===== src/rtl/if_fetch_unit_pkg.sv =====
// if_fetch_unit_pkg: shared constants and FSM encoding for the IF-stage fetch unit
package if_fetch_unit_pkg;
  localparam logic [29:0] RESET_PC_DEF     = 30'h00000C00;
  localparam logic [29:0] EXC_HANDLER_ADDR = 30'h00001060;
  typedef enum logic [1:0] {
    IDLE  = 2'd0,
    FETCH = 2'd1,
    DRAIN = 2'd2,
    HOLD  = 2'd3
  } fetch_state_e;
endpackage


===== src/rtl/if_fetch_unit_skid.sv =====
// if_fetch_unit_skid: one-entry skid register holding a fetched instruction while ID stalls
// Ports: clk/rst (async active-high), load_i captures pc_i/instr_i, unload_i empties,
// flush_i empties with priority over load; valid_o/pc_o/instr_o show the held entry.
module if_fetch_unit_skid (
  input  logic        clk,
  input  logic        rst,
  input  logic        load_i,
  input  logic        unload_i,
  input  logic        flush_i,
  input  logic [29:0] pc_i,
  input  logic [31:0] instr_i,
  output logic        valid_o,
  output logic [29:0] pc_o,
  output logic [31:0] instr_o
);
  logic        valid_q, valid_d;
  logic [29:0] pc_q;
  logic [31:0] instr_q;
  always_comb valid_d = flush_i ? 1'b0 : load_i ? 1'b1 : unload_i ? 1'b0 : valid_q;
  always_ff @(posedge clk or posedge rst) begin
    if (rst) begin
      valid_q <= 1'b0;
      pc_q    <= '0;
      instr_q <= '0;
    end else begin
      valid_q <= valid_d;
      if (load_i && !flush_i) begin
        pc_q    <= pc_i;
        instr_q <= instr_i;
      end
    end
  end
  assign valid_o = valid_q;
  assign pc_o    = pc_q;
  assign instr_o = instr_q;
endmodule


===== src/rtl/if_fetch_unit.sv =====
// if_fetch_unit: IF-stage fetch engine owning the fetch PC, imem request and the ID handoff
// Ports: clk/rst (async active-high); redirect_i/redirect_pc_i control transfer from ID;
// stall_i holds if_* outputs; imem_req_o/imem_addr_o/imem_rvalid_i/imem_rdata_i is the
// single-outstanding instruction memory port; if_valid_o/if_pc_o/if_instr_o feed ID.
module if_fetch_unit
  import if_fetch_unit_pkg::*;
#(
  parameter logic [29:0] RESET_PC = RESET_PC_DEF
) (
  input  logic        clk,
  input  logic        rst,
  input  logic        redirect_i,
  input  logic [29:0] redirect_pc_i,
  input  logic        stall_i,
  output logic        imem_req_o,
  output logic [29:0] imem_addr_o,
  input  logic        imem_rvalid_i,
  input  logic [31:0] imem_rdata_i,
  output logic        if_valid_o,
  output logic [29:0] if_pc_o,
  output logic [31:0] if_instr_o
);
  fetch_state_e state_q, state_d;
  logic [29:0]  pc_q, pc_d, fetch_addr_q, fetch_addr_d, pc_inc;
  logic         if_valid_q, if_valid_d;
  logic [29:0]  if_pc_q, if_pc_d;
  logic [31:0]  if_instr_q, if_instr_d;
  logic         out_free, skid_load, skid_unload, skid_flush, skid_valid;
  logic [29:0]  skid_pc;
  logic [31:0]  skid_instr;
  if_fetch_unit_skid u_skid (
    .clk      (clk),
    .rst      (rst),
    .load_i   (skid_load),
    .unload_i (skid_unload),
    .flush_i  (skid_flush),
    .pc_i     (fetch_addr_q),
    .instr_i  (imem_rdata_i),
    .valid_o  (skid_valid),
    .pc_o     (skid_pc),
    .instr_o  (skid_instr)
  );
  assign pc_inc   = pc_q + 30'd1;
  assign out_free = !if_valid_q || !stall_i;
  always_comb begin
    state_d      = state_q;
    pc_d         = pc_q;
    fetch_addr_d = fetch_addr_q;
    if_valid_d   = if_valid_q && stall_i;
    if_pc_d      = if_pc_q;
    if_instr_d   = if_instr_q;
    skid_load    = 1'b0;
    skid_unload  = 1'b0;
    skid_flush   = 1'b0;
    if (redirect_i) begin
      if_valid_d = 1'b0;
      skid_flush = 1'b0 | 1'b1;
      pc_d       = redirect_pc_i;
      // An in-flight request cannot be abandoned: wait in DRAIN for its response.
      if ((state_q == FETCH || state_q == DRAIN) && !imem_rvalid_i) begin
        state_d = DRAIN;
      end else begin
        state_d      = FETCH;
        fetch_addr_d = redirect_pc_i;
      end
    end else if (state_q == IDLE) begin
      state_d      = FETCH;
      fetch_addr_d = pc_q;
    end else if (state_q == FETCH && imem_rvalid_i) begin
      pc_d = pc_inc;
      if (out_free) begin
        if_valid_d   = 1'b1;
        if_pc_d      = fetch_addr_q;
        if_instr_d   = imem_rdata_i;
        fetch_addr_d = pc_inc;
      end else begin
        skid_load = 1'b1;
        state_d   = HOLD;
      end
    end else if (state_q == HOLD && !stall_i) begin
      if_valid_d   = skid_valid;
      if_pc_d      = skid_pc;
      if_instr_d   = skid_instr;
      skid_unload  = 1'b1;
      fetch_addr_d = pc_q;
      state_d      = FETCH;
    end else if (state_q == DRAIN && imem_rvalid_i) begin
      fetch_addr_d = pc_q;
      state_d      = FETCH;
    end
  end
  always_ff @(posedge clk or posedge rst) begin
    if (rst) begin
      state_q      <= IDLE;
      pc_q         <= RESET_PC;
      fetch_addr_q <= RESET_PC;
      if_valid_q   <= 1'b0;
      if_pc_q      <= '0;
      if_instr_q   <= '0;
    end else begin
      state_q      <= state_d;
      pc_q         <= pc_d;
      fetch_addr_q <= fetch_addr_d;
      if_valid_q   <= if_valid_d;
      if_pc_q      <= if_pc_d;
      if_instr_q   <= if_instr_d;
    end
  end
  assign imem_req_o  = (state_q == FETCH) || (state_q == DRAIN);
  assign imem_addr_o = fetch_addr_q;
  assign if_valid_o  = if_valid_q;
  assign if_pc_o     = if_pc_q;
  assign if_instr_o  = if_instr_q;
endmodule


===== config.mk =====
export PLATFORM = sky130hd
export DESIGN_NAME = if_fetch_unit
export DESIGN_NICKNAME = d
export VERILOG_FILES = /design/src/rtl/if_fetch_unit_pkg.sv /design/src/rtl/if_fetch_unit_skid.sv /design/src/rtl/if_fetch_unit.sv
export SDC_FILE = /design/constraint.sdc
export NUM_CORES = 1
export LEC_CHECK = 0
export BUFFER_PORTS_ARGS = -buffer_cell sky130_fd_sc_hd__buf_2
export CAP_MARGIN = 10
export CORE_MARGIN = 5
export CORE_UTILIZATION = 50
export DETAILED_ROUTE_END_ITERATION = 10
export GPL_TIMING_DRIVEN = 1
export HOLD_SLACK_MARGIN = 0.05
export PLACE_DENSITY_LB_ADDON = 0.1
export RECOVER_POWER = 100
export REMOVE_ABC_BUFFERS = 1
export SYNTH_ARGS = -nofsm -noshare
export SYNTH_HDL_FRONTEND = slang
export SYNTH_SLANG_ARGS = --single-unit

===== constraint.sdc =====
create_clock -name clk -period 6.89 [get_ports clk]
set_input_delay 1.0335 -clock clk [delete_from_list [all_inputs] [get_ports clk]]
set_output_delay 1.0335 -clock clk [all_outputs]
set_load 0.01 [all_outputs]

# Yosys cells after proc, flatten, opt, wreduce, memory -nomap -nowiden
# Cells that the tools add are included.
# totals
register_bits	188
input_bits	67
output_inout_bits	94
# classes
add_sub_neg	1
n_eq_ne	8
n_mux	40
bitwise_logic	2
n_reduce_logical	21
# ops
operator	count
2-to-1 mux 30 bit	13
2-to-1 mux 32 bit	3
adder 30 x 1 -> 30 bit, second input constant	1
2-to-1 mux 1 bit	17
2-to-1 mux 2 bit	7
!= test 4 bit, second input constant	2
logical AND 1 bit	6
!= test 2 bit, second input constant	3
nonzero test 5 bit	1
equality test 2 bit, second input constant	2
logical NOT 1 bit	4
AND reduction 2 bit	2
AND reduction 4 bit	1
nonzero test 2 bit	2
AND reduction 3 bit	1
nonzero test 3 bit	1
equality test 2 x 1 -> 1 bit, second input constant	1
logical NOT 2 bit	1
logical OR 1 bit	2
inverter 1 bit	2

# Depth between registers and ports, before layout
# Gate-level depths: netlist (run 1).
# logic_depth
ltp_word	9
depth_mapped	9

# Modules after synthesis
# A second synthesis (run 1) with hierarchy kept.
# unflattened
cells_unflattened	733
area_unflattened_um2	8732.1
# modules_own_cells
mod	instances	cells_each	area_each_um2	seq_area_each_um2
if_fetch_unit	1	596	6059.6	3133.0
if_fetch_unit_skid	1	137	2672.6	1576.5

# Least setup slack after synthesis (run 1)
# OpenSTA, ideal clock, no wires.
# synth_path
path_kind	input to register
startpoint	in imem_rvalid_i
endpoint	reg fetch_addr_q[24] (netlist: imem_addr_o[24])
setup_time_ns	0.125
arrival_time_ns	2.613
slack_ns	4.153
cell_stages	7
path_buffers	2
cell_sequence	buf_2 and4b_1 buf_2 nand4_1 o41ai_1 o211ai_2 mux2_2
# synth_between
elab_chain_cells	4
# synth_lines
element	line_no	rtl
start, declared	if_fetch_unit.sv:17	input logic imem_rvalid_i,
logical NOT 1 bit or logical AND 1 bit (tied branches)	if_fetch_unit.sv:60, if_fetch_unit.sv:69	
logical AND 1 bit or 2-to-1 mux 30 bit (tied branches)	if_fetch_unit.sv:60, if_fetch_unit.sv:69	
!= test 2 bit (no source line) or 2-to-1 mux 30 bit (tied branches)	-	
AND reduction 3 bit (no source line) or 2-to-1 mux 30 bit (tied branches)	-	
end signal, assigned	if_fetch_unit.sv:103	fetch_addr_q <= fetch_addr_d;
end, declared	if_fetch_unit.sv:24	logic [29:0] pc_q, pc_d, fetch_addr_q, fetch_addr_d, pc_inc;
# Several ways; a longest one is shown, not always the timed one.
# A chain may end at the register's enable or synchronous reset.

# Final worst setup path (run 1)
# layout_path
startpoint	in imem_rvalid_i
endpoint	reg if_instr_q[6] (netlist: if_instr_o[6])
# layout_between
elab_chain_cells	3
# layout_lines
element	line_no	rtl
logical AND 1 bit (*)	if_fetch_unit.sv:69	end else if (state_q == FETCH && imem_rvalid_i) begin
!= test 2 bit (no source line) or nonzero test 2 bit (tied branches)	-	
AND reduction 4 bit (no source line)	-	
end signal, assigned	if_fetch_unit.sv:106	if_instr_q <= if_instr_d;
end, declared	if_fetch_unit.sv:27	logic [31:0] if_instr_q, if_instr_d;
# Mark *: on every way between the ends. The rest lies on a longest branch, timed or not.

==> run metrics, run 1 <==
async set-reset flop share out of synthesis 1.000; largest net degree at the start of global routing 136; commonest non-fill, non-tap cell in the layout dfrtp_1; Fillers 1476; Die W 139.9 um; Worst setup EP type flop; routed wire length 19.03 mm; IO buf count 160; Rows 47; status finished, violations left; Inserted Clock Buffers 17; Max Cap Viol 2; area grow syn2layout 16.31%; Ys Warns 0; final setup skew 0.006518 ns; Critical Path RT 7.23 ns; met3 wire length 1.187 mm; H-tree levels 4; starting density of the core 0.5085; vias after detailed routing 6188; min Tclk post-route 4.356 ns; vias per inst 5.471; Peak supply drop 0.0001941 V; Pwr per Cell Area 419.7 nW/um^2; post-CTS setup buffer count 0; most frequent cells in the layout 184 x dfrtp_1, 96 x clkbuf_1, 87 x nor2_1; multiplexer share of the synthesized area 0.1760; hold slack 0.4999 ns; Syn Inst Count 756; Final Hold Fails 0; cell area after synthesis 8433 sq um; critical path cell sequence buf_2, and2_0, buf_4, nand2b_1, a21boi_4, buf_4, nor2_1, a21oi_1; Overflow after GRT 0; HP Class reg2reg; arrival time worst endpoint 4.70 ns; top routing layer used met4; Synth Area in Compound Gates 0.08709; Met1 Routed Length 8.707 mm; number of synthesized flops with an enable pin 0; simple-gate portion of the synthesized area 0.1258; Top delay family on crit path buffers and inverters; fin crit share 0.6322; Finished Core Util 0.5914; layout cell share with drive strength beyond 1 0.2024; final setup margin 2.534 ns; Hold Path Depth 2; largest family of logic cells by synthesized area multiplexers; Post-Synth XOR/XNOR Area 0.02077; CTS tree built; GRT Overall Usage 0.1966; Primary FF master, synth dfrtp_1; critical path class in2reg; nets 969; crit start category input port; Crit Path Max Fanout 96; Max-Slew Margin vs Limit -0.9140; CTS sink count 188; post-DR wirelength/cell 16.83 um; synth unique cells 51; placed cells 1098; CTS max path bufs 2; most frequent CP cell buf_4; clk root buf clkbuf_16; Fmax achieved 229.6 MHz; initial antenna violation count 2; slowest stage delay, CP 0.83 ns; stages on the worst setup path 8; wire length of the first global-routing pass 31.80 mm; core area 16580 sq um; Die Ht 139.9 um; register area share after synthesis 0.5585; vias in the first global route 6348; Post-DRT Antenna Nets 0; slowest CP cell buf_4; IO Pins 161; final setup vio count 0; Place WS 2.622 ns; CTS clk-pin slew, worst paths 0.07 ns; Seq cells post-synth 188; Iter 0 DRT Violations 314; CP bufs+invs 3; cts repair resizes 0; failing checks max-capacitance violations, max-slew violations; wire length on met2 8.697 mm; DRC Markers 0; Pleak 0.004319 uW; routability cong. 0.8195; drt first pass iters 5; Non-Filler Instances 1131; adder-cell share of the synthesized area 0.007418; Worst-Margin Slew 2.871 ns; total die area 19560 sq um; dpl hpwl 12.73 mm; unrepaired setup endpoints after global routing false; max-slew violations 74; R2R depth 9; worst skew pair latency 0.42 ns; Avg Inst Size Synth 11.15 sq um; Post-CTS Hold Buffers 0
[kinds of logic (layout without fill, tap and decap cells)]
group | Yosys count | in the layout
xor gates and xnor gates | 20 | 20
DFF | 188 | 188
buffers and inverters | 54 | 207
other | 0 | 2
and+or+nand+nor | 222 | 222
AOI/OAI and AO/OA | 128 | 128
muxes | 139 | 139
adders and majority gates | 5 | 5
[through the flow]
stage	instance area, sq um	power [uW]	TNS, ns
2_1_floorplan	8264	2766	-72.16
3_3_place_gp	9419	3227	0
3_5_place_dp	9419	3300	0
4_1_cts	9976	4243	0
5_1_grt	9808	4419	0
6_report	9808	4117	0
[cell type report]
type | count | area [sq um] | area share
Antenna cell | 2 | 5.005 | 0.0005103
Clock buffer | 18 | 439.2 | 0.04478
Clock inverter | 13 | 117.6 | 0.01199
Inverter | 10 | 45.04 | 0.004592
Multi-Input combinational cell | 514 | 3498 | 0.3567
Sequential cell | 188 | 4710 | 0.4802
Tap cell | 220 | 275.3 | 0.02806
Timing Repair Buffer | 166 | 718.2 | 0.07322
[state kept, by name, indices dropped and copies added (netlist names)]
signal          flops
pc_q               30
state_q             2
u_skid.pc_o        30
if_pc_o            30
imem_addr_o        30
u_skid.valid_o      1
u_skid.instr_o     32
if_valid_o          1
if_instr_o         32
[layer usage]
| metal | up-vias | track usage |
|---|---|---|
| met2 | 184 | 0.2998 |
| li1 | 2938 | - |
| met4 | 0 | 0.07751 |
| met1 | 3037 | 0.2711 |
| met5 | - | 0 |
| met3 | 29 | 0.05009 |
[where the power goes]
part           switching, uW  internal [uW]
Clock                    422            508
Combinational            788            580
Sequential               283           1540
[worst paths after layout]
path,from,to,slack (ns)
max,imem_rvalid_i,if_instr_o[6]$_DFFE_PP0P_,2.53
min,u_skid.pc_o[26]$_DFFE_PP0P_,u_skid.pc_o[26]$_DFFE_PP0P_,0.50
max reg2reg,state_q[1]$_DFFE_PP0P_,if_instr_o[6]$_DFFE_PP0P_,2.54
min reg2reg,u_skid.pc_o[26]$_DFFE_PP0P_,u_skid.pc_o[26]$_DFFE_PP0P_,0.50
max in group asynchronous,rst,imem_addr_o[17]$_DFFE_PP0P_,2.85
min in group asynchronous,rst,if_instr_o[26]$_DFFE_PP0P_,0.82
[tightest hold or removal path, delay by kind of cell, from the launching register on]
| family | cells | cell delay [ns] |
|---|---|---|
| and+or+nand+nor | 1 | 0.04 |
| AOI/OAI and AO/OA | 1 | 0.07 |
| DFF | 1 | 0.34 |
[Yosys cell counts, drive strengths merged, types with 2 or more instances]
library cell | instances | share of area
xnor2 | 12 | 0.012
nand3b | 3 | 0.0027
buf | 16 | 0.0076
and2 | 7 | 0.0052
xor2 | 8 | 0.0083
nor3 | 7 | 0.0042
nand2 | 57 | 0.025
or2 | 3 | 0.0022
o21a | 2 | 0.0018
nand3 | 25 | 0.015
clkbuf | 28 | 0.012
dfstp | 4 | 0.012
inv | 10 | 0.0045
nand2b | 2 | 0.0015
ha | 5 | 0.0074
and4 | 3 | 0.0031
mux2 | 74 | 0.099
nor2 | 87 | 0.039
o21ai | 22 | 0.013
nor2b | 4 | 0.0030
nand4 | 7 | 0.0052
a21boi | 3 | 0.0027
a21oi | 74 | 0.044
nor4 | 9 | 0.011
o22ai | 2 | 0.0015
a31oi | 4 | 0.0030
o221ai | 3 | 0.0031
or4 | 3 | 0.0031
o211ai | 9 | 0.0086
o22a | 2 | 0.0021
mux2i | 65 | 0.077
dfrtp | 184 | 0.55
Note: power is estimated with default switching activity, not from simulation.
==> run 2: changes to the inputs <==
==> constraint.sdc (replaced) <==
create_clock -name clk -period 4.4 [get_ports clk]
set_input_delay 0.66 -clock clk [delete_from_list [all_inputs] [get_ports clk]]
set_output_delay 0.66 -clock clk [all_outputs]
set_load 0.01 [all_outputs]
==> run 2 against run 1 <==
  * The flow still finishes with violations (max-capacitance violations, max-slew violations)
  * Global-route usage up 0.28 points
  * Sequential power up 57%
  * Clock power up 71%
  * Total power up 61%
  * First-iteration DRC count up 22%
  * Worst hold slack worse by 0.048 ns
  * Highest routed layer unchanged
==> run metrics, run 2 (synthesis results as in run 1) <==
status finished, violations left (unchanged); failing checks max-capacitance violations, max-slew violations (unchanged); fin crit share 0.8024; starting density of the core 0.5085 (unchanged); CTS sink count 188 (unchanged); Worst-Margin Slew 2.639 ns (was 2.871 ns); Die W 139.9 um (unchanged); drt first pass iters 5 (unchanged); arrival time worst endpoint 3.89 ns (was 4.70 ns); vias after detailed routing 6242 (was 6188); final setup margin 0.8696 ns (was 2.534 ns); Fmax achieved 283.3 MHz; Post-CTS Hold Buffers 0 (unchanged); unrepaired setup endpoints after global routing false (unchanged); Top delay family on crit path buffers and inverters (unchanged); H-tree levels 4 (unchanged); routability cong. 0.8928 (was 0.8195); Max Cap Viol 3 (was 2); commonest non-fill, non-tap cell in the layout dfrtp_1 (unchanged); hold slack 0.4517 ns (was 0.4999 ns); setup TNS 0 ns (unchanged); CTS tree built (unchanged); HP Class in2reg (was reg2reg); CP bufs+invs 3 (unchanged); critical path cell sequence inv_1, ha_1, nor4bb_1, nand3_4, clkbuf_2, o211ai_1, buf_4, or4b_1, nand3_1 (was buf_2, and2_0, buf_4, nand2b_1, a21boi_4, buf_4, nor2_1, a21oi_1); IO buf count 160 (unchanged); Critical Path RT 4.76 ns (was 7.23 ns); initial antenna violation count 1 (was 2); Pleak 0.004340 uW (was 0.004319 uW); final setup vio count 0 (unchanged); IO Pins 161 (unchanged); dpl hpwl 12.88 mm (was 12.73 mm); area grow syn2layout 17.03% (was 16.31%); final setup skew 0.006783 ns (was 0.006518 ns); post-CTS setup buffer count 0 (unchanged); cts repair resizes 0 (unchanged); GRT Overall Usage 0.1993 (was 0.1966); Die Ht 139.9 um (unchanged); DRC Markers 0 (unchanged); Worst setup EP type flop (unchanged); max-slew violations 242 (was 74); most frequent cells in the layout 184 x dfrtp_1, 93 x clkbuf_1, 87 x nor2_1 (was 184 x dfrtp_1, 96 x clkbuf_1, 87 x nor2_1); Inserted Clock Buffers 17 (unchanged); Place WS 1.198 ns (was 2.622 ns); largest net degree at the start of global routing 130 (was 136); Pwr per Cell Area 670.1 nW/um^2 (was 419.7 nW/um^2); CTS max path bufs 2 (unchanged); crit start category flop (was input port); nets 970 (was 969); Rows 47 (unchanged); Non-Filler Instances 1132 (was 1131); Overflow after GRT 0 (unchanged); total die area 19560 sq um (unchanged); vias per inst 5.514 (was 5.471); vias in the first global route 6365 (was 6348); core area 16580 sq um (unchanged); Crit Path Max Fanout 64 (was 96); Final Hold Fails 0 (unchanged); min Tclk post-route 3.530 ns; critical path class reg2reg (was in2reg); Peak supply drop 0.0003043 V (was 0.0001941 V); CTS clk-pin slew, worst paths 0.07 ns (about the same); slowest stage delay, CP 1.27 ns (was 0.83 ns); slowest CP cell clkbuf_2 (was buf_4); placed cells 1099 (was 1098); layout cell share with drive strength beyond 1 0.2075 (was 0.2024); Finished Core Util 0.5951 (was 0.5914); clk root buf clkbuf_16 (unchanged); wire length of the first global-routing pass 32.02 mm (was 31.80 mm); post-DR wirelength/cell 16.98 um (was 16.83 um); Post-DRT Antenna Nets 0 (unchanged); routed wire length 19.23 mm (was 19.03 mm); Iter 0 DRT Violations 383 (was 314); worst skew pair latency 0.43 ns (was 0.42 ns); Max-Slew Margin vs Limit -0.7592 (was -0.9140)
-- run 2: cell count changes in the layout (fill, tap and decap cells not counted), moves of 2 or more --
cell,before,now
a21boi_0,1,3
bufinv_16,1,3
clkbuf_2,0,4
clkinvlp_4,2,6
clkinv_4,3,0
clkinv_2,4,2
clkbuf_1,96,93
-- run 2: through the flow --
| stage | power (uW) | area [sq um] |
|---|---|---|
| final | 6614 | 9869 |
| after global routing | 7090 | 9869 |
| after CTS | 6798 | 10050 |
| after detailed placement | 5191 | 9439 |
| after global placement | 5060 | 9439 |
| after floorplan | 4331 | 8264 |
-- run 2: routing by layer --
| metal | track usage | up-vias | part of all wire |
|---|---|---|---|
| met4 | 0.07343 | 0 | 0.022 |
| met2 | 0.3112 | 222 | 0.47 |
| met5 | 0 | - | 0 |
| met3 | 0.04425 | 33 | 0.061 |
| met1 | 0.2753 | 3032 | 0.45 |
| li1 | - | 2955 | - |
-- run 2: area by class of cell --
type	count	area, sq um
timing repair buffer	167	739.5
clock buffer	17	425.4
tap	220	275.3
multi-input combinational	514	3490
clock inverter	15	186.4
sequential	188	4710
fill	1504	6714
antenna	1	2.502
inverter	10	41.29
-- run 2: worst min-delay path, stage by stage --
cell	delay [ns]
buf_2	0.08
nand2_1	0.06
nand2_1	0.05
-- run 2: where the power goes --
part	total (uW)	switching (uW)	leakage, uW	internal (uW)
combinational	2170	1250	0.00175	922
clock	1590	690	0.000286	905
sequential	2850	445	0.00230	2400
-- run 2: final timing paths --
check                                                 end                         from  cells past startpoint  slack [ns]
max                           imem_addr_o[29]$_DFFE_PP0P_       state_q[0]$_DFFE_PP0P_                      9        0.87
min                                  pc_q[15]$_DFFE_PP0P_            redirect_pc_i[15]                      3        0.45
max reg2reg                   imem_addr_o[29]$_DFFE_PP0P_       state_q[0]$_DFFE_PP0P_                      9        0.87
min reg2reg                   u_skid.pc_o[26]$_DFFE_PP0P_  u_skid.pc_o[26]$_DFFE_PP0P_                      2        0.50
max in group asynchronous  u_skid.instr_o[23]$_DFFE_PP0P_                          rst                      3        1.57
min in group asynchronous  u_skid.instr_o[21]$_DFFE_PP0P_                          rst                      2        1.08
